===== config.mk =====
export PLATFORM = sky130hd
export DESIGN_NAME = router_port_arbiter_flat
export DESIGN_NICKNAME = d
export VERILOG_FILES = /design/src/rtl/router_port_arbiter_if.sv /design/src/rtl/router_port_arbiter.sv /design/src/flat_wrapper.sv
export SDC_FILE = /design/constraint.sdc
export NUM_CORES = 1
export LEC_CHECK = 0
export BUFFER_PORTS_ARGS = -buffer_cell sky130_fd_sc_hd__buf_2
export CAP_MARGIN = 5
export CELL_PAD_IN_SITES_DETAIL_PLACEMENT = 1
export CELL_PAD_IN_SITES_GLOBAL_PLACEMENT = 1
export CORE_UTILIZATION = 32
export DETAILED_ROUTE_END_ITERATION = 10
export GPL_ROUTABILITY_DRIVEN = 0
export MAX_ROUTING_LAYER = met4
export PLACE_DENSITY = 0.82
export SETUP_SLACK_MARGIN = 0.2
export SLEW_MARGIN = 20
export SYNTH_ARGS = -nofsm -noshare
export SYNTH_HDL_FRONTEND = slang
export SYNTH_SLANG_ARGS = --single-unit

===== constraint.sdc =====
create_clock -name clk -period 5.9 [get_ports clk]
set_input_delay 0.885 -clock clk [delete_from_list [all_inputs] [get_ports clk]]
set_output_delay 0.885 -clock clk [all_outputs]
set_load 0.01 [all_outputs]

===== src/rtl/router_port_arbiter_if.sv =====
// -----------------------------------------------------------------------------
// router_port_arbiter_if
//   Channel bundle between the router input ports and one output link.
//
//   Handshake: a packet moves across a channel on a rising clk edge where its
//   valid and ready are both high. A requester holds req_data[i] stable while
//   req_valid[i] is high, and drops req_valid[i] only in cycles where
//   req_ready[i] is low. req_valid must not depend combinationally on req_ready.
//   The output holds out_valid/out_data until a clock edge with out_ready high.
//
//   Signals:
//     req_valid  [NREQ]        per-requester packet valid
//     req_data   [NREQ*WIDTH]  packets, requester i at [i*WIDTH +: WIDTH]
//     req_ready  [NREQ]        one-hot accept strobe from the arbiter
//     out_valid                output packet valid
//     out_data   [WIDTH]       output packet
//     out_ready                downstream accept
//
//   Modports: slave = arbiter side, master = requester/downstream side.
// -----------------------------------------------------------------------------
interface router_port_arbiter_if #(
  parameter int WIDTH = 33,
  parameter int NREQ  = 5
);
  logic [NREQ-1:0]       req_valid;
  logic [NREQ*WIDTH-1:0] req_data;
  logic [NREQ-1:0]       req_ready;
  logic                  out_valid;
  logic [WIDTH-1:0]      out_data;
  logic                  out_ready;

  modport slave (
    input  req_valid, req_data, out_ready,
    output req_ready, out_valid, out_data
  );

  modport master (
    output req_valid, req_data, out_ready,
    input  req_ready, out_valid, out_data
  );
endinterface


===== src/rtl/router_port_arbiter.sv =====
// -----------------------------------------------------------------------------
// router_port_arbiter
//   Round-robin arbiter sharing one router output link among NREQ input ports
//   (0=N, 1=E, 2=S, 3=W, 4=PE). In IDLE the first valid requester found from
//   the rotating pointer wins, its packet is registered and presented on the
//   output in SEND until downstream accepts it. One packet per two cycles max.
//
//   Optional feature macro: ARB_GRANT_CNT_EN
//     defined   -> per-requester saturating grant counters on grant_cnt
//     undefined -> no counter registers, grant_cnt tied to 0
//
//   Ports:
//     clk          rising-edge clock
//     rst_n        asynchronous active-low reset
//     bus          router_port_arbiter_if.slave (request and output channels)
//     grant_idx    [3]           index of the current / last winner
//     busy                       high while in SEND
//     grant_cnt    [NREQ*CNT_W]  grant counters, requester i at [i*CNT_W +: CNT_W]
//     dbg_state_o                FSM state (0=IDLE, 1=SEND)
//     dbg_ptr_o    [3]           round-robin pointer
// -----------------------------------------------------------------------------
module router_port_arbiter #(
  parameter int WIDTH = 33,
  parameter int NREQ  = 5,
  parameter int CNT_W = 16
) (
  input  logic                    clk,
  input  logic                    rst_n,
  router_port_arbiter_if.slave    bus,
  output logic [2:0]              grant_idx,
  output logic                    busy,
  output logic [NREQ*CNT_W-1:0]   grant_cnt,
  output logic                    dbg_state_o,
  output logic [2:0]              dbg_ptr_o
);

  typedef enum logic {
    IDLE = 1'b0,
    SEND = 1'b1
  } state_t;

  localparam logic [2:0] LAST_IDX = 3'(NREQ - 1);

  state_t           state_q, state_d;
  logic [2:0]       ptr_q, ptr_d;
  logic [WIDTH-1:0] out_data_q, out_data_d;
  logic [2:0]       grant_idx_q, grant_idx_d;

  logic [2:0]       ptr_eff;
  logic             any_valid;
  logic [2:0]       win_idx;
  int               cand;
  logic [WIDTH-1:0] win_data;
  logic             accept;

  // Pointer values past the last requester cannot be reached; map them to 0
  // so a corrupted pointer still yields a legal scan start.
  assign ptr_eff = (ptr_q > LAST_IDX) ? 3'd0 : ptr_q;

  // Rotating-priority scan: ptr_eff, ptr_eff+1, ... (mod NREQ).
  always_comb begin
    any_valid = 1'b0;
    win_idx   = 3'd0;
    cand      = 0;
    for (int k = 0; k < NREQ; k++) begin
      cand = (int'(ptr_eff) + k) % NREQ;
      if (!any_valid && bus.req_valid[cand]) begin
        any_valid = 1'b1;
        win_idx   = 3'(cand);
      end
    end
  end

  assign win_data = bus.req_data[int'(win_idx)*WIDTH +: WIDTH];
  assign accept   = (state_q == IDLE) && any_valid;

  // ---------------------------------------------------------------------------
  // FSM: state register
  // ---------------------------------------------------------------------------
  always_ff @(posedge clk or negedge rst_n) begin
    if (!rst_n) begin
      state_q <= IDLE;
    end else begin
      state_q <= state_d;
    end
  end

  // ---------------------------------------------------------------------------
  // FSM: next-state logic
  // ---------------------------------------------------------------------------
  always_comb begin
    state_d = state_q;
    case (state_q)
      IDLE:    if (any_valid)     state_d = SEND;
      SEND:    if (bus.out_ready) state_d = IDLE;
      default:                    state_d = IDLE;
    endcase
  end

  // ---------------------------------------------------------------------------
  // FSM: outputs (decoded from the state register, plus combinational grant)
  // ---------------------------------------------------------------------------
  always_comb begin
    bus.req_ready = '0;
    bus.out_valid = 1'b0;
    busy          = 1'b0;
    case (state_q)
      IDLE: begin
        if (any_valid) bus.req_ready[win_idx] = 1'b1;
      end
      SEND: begin
        bus.out_valid = 1'b1;
        busy          = 1'b1;
      end
      default: ;
    endcase
  end

  // ---------------------------------------------------------------------------
  // Datapath: captured packet, winner index and round-robin pointer.
  // All three only move on an accept edge, so they are stable through SEND.
  // ---------------------------------------------------------------------------
  always_comb begin
    out_data_d  = out_data_q;
    grant_idx_d = grant_idx_q;
    ptr_d       = ptr_q;
    if (accept) begin
      out_data_d  = win_data;
      grant_idx_d = win_idx;
      ptr_d       = (win_idx == LAST_IDX) ? 3'd0 : win_idx + 3'd1;
    end
  end

  always_ff @(posedge clk or negedge rst_n) begin
    if (!rst_n) begin
      out_data_q  <= '0;
      grant_idx_q <= '0;
      ptr_q       <= '0;
    end else begin
      out_data_q  <= out_data_d;
      grant_idx_q <= grant_idx_d;
      ptr_q       <= ptr_d;
    end
  end

  assign bus.out_data = out_data_q;
  assign grant_idx    = grant_idx_q;
  assign dbg_state_o  = state_q;
  assign dbg_ptr_o    = ptr_q;

  // ---------------------------------------------------------------------------
  // Optional grant counters
  // ---------------------------------------------------------------------------
`ifdef ARB_GRANT_CNT_EN
  logic [NREQ-1:0][CNT_W-1:0] cnt_q, cnt_d;

  // Saturate at all-ones so a long-running port never appears to reset.
  always_comb begin
    cnt_d = cnt_q;
    if (accept && (cnt_q[win_idx] != {CNT_W{1'b1}})) begin
      cnt_d[win_idx] = cnt_q[win_idx] + 1'b1;
    end
  end

  always_ff @(posedge clk or negedge rst_n) begin
    if (!rst_n) begin
      cnt_q <= '0;
    end else begin
      cnt_q <= cnt_d;
    end
  end

  assign grant_cnt = cnt_q;
`else
  assign grant_cnt = '0;
`endif

endmodule


===== src/flat_wrapper.sv =====
// flat-port wrapper written by rule: the top's interface ports become plain ports
module router_port_arbiter_flat 
#(
  parameter int WIDTH = 33,
  parameter int NREQ  = 5,
  parameter int CNT_W = 16
)
  (clk, rst_n, grant_idx, busy, grant_cnt, dbg_state_o, dbg_ptr_o, bus_req_valid, bus_req_data, bus_out_ready, bus_req_ready, bus_out_valid, bus_out_data);
  router_port_arbiter_if #(.WIDTH(WIDTH), .NREQ(NREQ)) bus_i ();
  input  logic clk;
  input  logic rst_n;
  output logic [2:0] grant_idx;
  output logic busy;
  output logic [NREQ*CNT_W-1:0] grant_cnt;
  output logic dbg_state_o;
  output logic [2:0] dbg_ptr_o;
  input wire logic [$bits(bus_i.req_valid)-1:0] bus_req_valid;
  input wire logic [$bits(bus_i.req_data)-1:0] bus_req_data;
  input wire logic [$bits(bus_i.out_ready)-1:0] bus_out_ready;
  output wire logic [$bits(bus_i.req_ready)-1:0] bus_req_ready;
  output wire logic [$bits(bus_i.out_valid)-1:0] bus_out_valid;
  output wire logic [$bits(bus_i.out_data)-1:0] bus_out_data;
  assign bus_i.req_valid = bus_req_valid;
  assign bus_i.req_data = bus_req_data;
  assign bus_i.out_ready = bus_out_ready;
  assign bus_req_ready = bus_i.req_ready;
  assign bus_out_valid = bus_i.out_valid;
  assign bus_out_data = bus_i.out_data;
  router_port_arbiter #(.WIDTH(WIDTH), .NREQ(NREQ), .CNT_W(CNT_W)) u_core (.clk(clk), .rst_n(rst_n), .bus(bus_i), .grant_idx(grant_idx), .busy(busy), .grant_cnt(grant_cnt), .dbg_state_o(dbg_state_o), .dbg_ptr_o(dbg_ptr_o));
endmodule

Word-level counts from Yosys, hierarchy flattened
Cells that the tools add are included.
- add/subtract/negate cells: 5
- $mul: 1
- divide/modulo/power cells: 5
- order comparisons: 8
- equality and inequality tests: 1
- shift operators: 1
- multiplexer cells: 35
- bitwise gates (word level): 1
- reductions and logical operators: 10
- operators by type and width (operator ; number):
    165-bit by 32-bit indexed part select with 33-bit output ; 1
    32-bit by 5-bit less-than comparator with 1-bit output (second input constant) ; 5
    32-bit by 4-bit modulo with 32-bit output (second input constant) ; 4
    4-bit by 4-bit modulo with 32-bit output (second input constant) ; 1
    3-bit 2-to-1 mux ; 7
    1-bit 2-to-1 mux ; 19
    1-bit binary-select mux with 3-bit select ; 5
    5-bit 2-to-1 mux ; 2
    3-bit by 6-bit multiplier with 9-bit output (second input constant) ; 1
    3-bit by 2-bit adder with 4-bit output (second input constant) ; 2
    1-bit logical AND ; 6
    3-bit by 1-bit adder with 4-bit output (second input constant) ; 1
    3-bit by 3-bit adder with 4-bit output (second input constant) ; 1
    1-bit logical NOT ; 4
    3-bit by 4-bit less-than comparator with 1-bit output (second input constant) ; 1
    3-bit by 1-bit adder with 3-bit output (second input constant) ; 1
    1-bit demux with 3-bit select ; 1
    3-bit == test (second input constant) ; 1
    3-bit by 1-bit >= comparator with 1-bit output (second input constant) ; 1
    3-bit > comparator (second input constant) ; 1
    1-bit one-hot mux with 2 select lines ; 1
    1-bit NOT ; 1
- register bits: 40
- bits in latches: 0
- RAM bits: 0
- memory bits (read-only): 0
- input bits: 173
- output and inout port bits: 127
- logic and storage cells: 71
- memories: 0

Depth between registers and ports, before layout
- word-level depth: 25
- gate-level depth with buffers: 24
- gate-level depth less buffers: 20

Least setup slack after synthesis
Ideal clock, no wire load.
- path kind: reg-to-output
- start: reg u_core.ptr_q[1] (netlist: u_core.dbg_ptr_o[1])
- end: out bus_req_ready[1]
- arrival time: 4.504 ns
- data required time: 5.015 ns
- path slack: 0.511 ns
- stages on the path, launching flop included: 21
- path buffers: 4
- path through: dfrtp_1 buf_2 nor2b_1 inv_1 ha_1 inv_1 ha_1 clkbuf_1 nand2b_1 ha_1 nand2b_1 a21o_1 nor3_1 o21ai_0 a211o_1 and3_1 a31oi_1 buf_2 buf_2 nand2_1 nor2_1
- cells in the longest elaborated chain, start to end: 25
- elaborated cells on any way between the ends: 51
- RTL lines (element ; RTL line ; source):
    from (decl) ; router_port_arbiter.sv:45 ; logic [2:0] ptr_q, ptr_d;
    from (signal assigned) ; router_port_arbiter.sv:142 ; ptr_q <= ptr_d;
    3-bit > comparator ; router_port_arbiter.sv:58 ; assign ptr_eff = (ptr_q > LAST_IDX) ? 3'd0 : ptr_q;
    3-bit 2-to-1 mux (*) ; router_port_arbiter.sv:58 ;
    parallel branches: the longest is 21 deep, another holds 32-bit by 4-bit modulo with 32-bit output ; -- ;
    5-bit 2-to-1 mux (*) ; router_port_arbiter.sv:109 ; if (any_valid) bus.req_ready[win_idx] = 1'b1;
    5-bit 2-to-1 mux (*) ; router_port_arbiter.sv:107 ; case (state_q)
    to (decl) ; flat_wrapper.sv:20 ; output wire logic [$bits(bus_i.req_ready)-1:0] bus_req_ready;
Every way passes the cells marked *. The select of a mux whose other input is x is not followed.

Worst setup path in the final report
- start: reg u_core.ptr_q[0] (netlist: u_core.dbg_ptr_o[0])
- end: out bus_req_ready[0]
- cells in the longest elaborated chain, start to end: 25
- elaborated cells on any way between the ends: 51
- RTL lines (element ; RTL line ; source):
    3-bit > comparator ; router_port_arbiter.sv:58 ;
    3-bit 2-to-1 mux (*) ; router_port_arbiter.sv:58 ;
    parallel branches: the longest is 16 deep, another holds 32-bit by 4-bit modulo with 32-bit output ; -- ;
    3-bit 2-to-1 mux (*) ; router_port_arbiter.sv:67 ; if (!any_valid && bus.req_valid[cand]) begin
    named net u_core.win_idx[0] ; router_port_arbiter.sv:51 ; logic [2:0] win_idx;
    3-bit by 4-bit less-than comparator with 1-bit output (implied by the code) / 3-bit by 1-bit >= comparator with 1-bit output (equally long branches) ; router_port_arbiter.sv:109 ;
    1-bit logical AND (implied by the code) ; router_port_arbiter.sv:109 ;
    1-bit 2-to-1 mux (implied by the code) ; router_port_arbiter.sv:109 ;
    1-bit demux with 3-bit select (*) ; -- ;
    5-bit 2-to-1 mux (*) ; router_port_arbiter.sv:109 ;
    5-bit 2-to-1 mux (*) ; router_port_arbiter.sv:107 ;
Mark *: on every way through the listed nets, which the timed path passes. The select of a mux whose other input is x is not followed.

==> reports/summary.txt <==
post-synth cell types - 67
fin worst setup slack - 0.467 ns
vias in the first global route - 6,151
crit path max fanout - 13
Clock Path Buffers - 2
FFs w/ async S/R, synth - 100%
P&R area growth vs syn - 20.1%
DR iter-0 viols - 324
chip height - 133 um
Hold WC Path Type - reg2reg
Slew Limit Headroom - 38.1%
Setup Slack @ Placement - 0.315 ns
Initial Util - 33.1%
CTS tree - yes
antenna violations before repair - 3
Worst Setup Start Kind - flop
largest net degree at the start of global routing - 73
ys flop type - dfrtp_1
CP Launch Point - u_core.dbg_ptr_o[0]
worst-margin pin slew - 0.928 ns
drt wl/cell - 19.3 um
Max Slew Vio Count - 0
Detail Placement HPWL - 16,200 um
Setup TNS Final - 0 ns
reg-to-reg critical path startpoint - u_core.dbg_ptr_o[0]
mean post-synth cell area - 7.60 sq um
number of enable flip-flop cells after synthesis - 0
FILL cells - 2,207
die width - 133 um
clk_skew - 0.00466 ns
layout net count - 1,096
CTS Buf Count - 5
final WL - 21,800 um
period utilization - 92.1%
Fmax - 184 MHz
Seq/Total Area, Yosys - 18.1%
CP required - 5.02 ns
final setup fails - 0
mapped cell area - 5520 sq um
DIE AREA - 17,800 sq um
status - complete, no violations
Rows - 47
Port Buf Inserts - 219
Seq cells post-synth - 40
Setup Crit Path Kind - reg2out
worst skew pair latency - 0.29 ns
CTS sink count - 40
io pins - 300
routed vias/inst - 5.48
Reg clk slew, reported paths - 0.06 ns
global route overflow - 0
Fin. Hold Viols - 0
Tot GR Track Use - 24.2%
fin util - 39.7%
fraction of layout cells with a size suffix above 1 - 33.1%
most frequent cells in the layout - buf_2, conb_1, o21ai_0, nand3_1, nor2_1
Arrival @ worst endpoint - 4.55 ns
core area - 16,700 sq um
Hold Startpoint - u_core.grant_idx[0]
Warnings, synthesis - 0
via count - 6,183
DRT Pass-1 Iters - 4
Worst setup EP type - output port
H-tree levels - 2
maxcap violations - 0
remaining antenna violation count - 0
Syn Inst Count - 727
commonest non-fill, non-tap cell in the layout - buf_2
first-pass GRT wire length - 33,300 um
root buf cell - clkbuf_16
min Tclk post-route - 5.43 ns
Post-route DRC - 0
unrepaired setup endpoints after global routing - false
area by class of cell:
type / count / area [sq um] / area share (%)
multi-input cells: 604 / 3890 / 58.6
repair buffers: 236 / 1250 / 18.9
flip-flops and latches: 40 / 1000 / 15.1
well taps: 220 / 275 / 4.15
clock buffers: 5 / 125 / 1.89
inverters: 19 / 71.3 / 1.07
clock inverters: 2 / 12.5 / 0.189
diodes: 3 / 7.51 / 0.113
metal layers:
layer  vias to the layer above  track usage (%)  wire length [um]
li1                       2859                -                 -
met1                      3088             31.0              9300
met4                         0             6.50               297
met3                        20             2.97              1170
met2                       216             40.1             11000
met5                         -                -                 0
metrics by stage:
step | hold WS (ns) | cells | instance area, sq um
2_1_floorplan | 0.531 | 806 | 5820
3_3_place_gp | 0.471 | 1118 | 6460
3_5_place_dp | 0.481 | 1118 | 6460
4_1_cts | 0.495 | 1126 | 6610
5_1_grt | 0.518 | 1129 | 6640
6_report | 0.499 | 1129 | 6640
worst max-delay path, stage by stage, from the launching register on:
cell and delay, ns:
dfrtp_1 0.51, or3b_4 0.54, inv_2 0.21, ha_2 0.38
nand2b_1 0.20, ha_1 0.28, nand2b_1 0.21, a21o_1 0.20
nor3_1 0.26, o21ai_0 0.12, a211o_1 0.35, and4b_1 0.27
o21ai_4 0.14, nand2_1 0.14, inv_1 0.14, nand2_1 0.09
nor2_1 0.09, buf_2 0.13
timing repair:
action,CTS,global route
buffers inserted,1,0
gates resized for setup,0,5
setup endpoints to repair,4,6
pin swaps,1,0
hold buffers,0,0
sequential cells by signal (all words and copies together), names as in the netlist:
| name | flops |
|---|---|
| u_core.bus.out_data | 33 |
| u_core.dbg_ptr_o | 3 |
| u_core.dbg_state_o | 1 |
| u_core.grant_idx | 3 |
cells by family (layout without fill, tap and decap cells):
family	count (synthesis)	in the layout	synth area share [%]
compound gates	249	249	35.9
simple gates	241	241	21.3
buf+inv	162	262	17.7
flops	40	40	18.1
fa+ha+maj	17	17	3.85
mux	14	14	2.63
xor+xnor	3	3	0.476
other cells	1	83	0.0679
synthesized netlist by cell type (all sizes together) (2+ instances only):
library cell  number  area share [%]
a211o             37             5.9
a211oi             5            0.77
a21o              36             4.9
a21oi             17             1.5
a221oi             2            0.32
a31oi              3            0.34
a32oi              2            0.32
a41oi             33             9.0
and2               5            0.57
and3               3            0.34
and4b              2            0.36
buf              107              14
clkbuf            36             2.4
dfrtp             40              18
ha                17             3.9
inv               19             1.3
mux2               4            0.82
mux2i             10             1.8
nand2             53             3.6
nand2b            11             1.2
nand3             70             6.3
nand3b             3            0.41
nand4              5            0.57
nor2              59             4.1
nor2b              4            0.45
nor3              13             1.5
nor3b              3            0.41
nor4               3            0.45
nor4b              2            0.32
o21a               3            0.41
o21ai             81             7.4
o21ba              2            0.36
o21bai             3            0.41
o221ai             2            0.32
o22a               3            0.48
o22ai              4            0.70
o31a               2            0.32
o31ai              3            0.41
or3                2            0.23
xnor2              3            0.48
worst paths after layout:
path,cells after the start,slack [ns],to
worst max-delay path,17,0.47,bus_req_ready[0]
max in group asynchronous,1,4.83,u_core.dbg_ptr_o[2]
worst min-delay path,1,0.50,u_core.grant_idx[0]
worst max register to register,16,0.80,u_core.bus.out_data[23]
min in group asynchronous,1,0.60,u_core.bus.out_data[27]
worst min register to register,1,0.50,u_core.grant_idx[0]
Power is left out: the tool's default activity adds up to more than one toggle a clock period on the data nets, which glitch-free logic cannot reach.
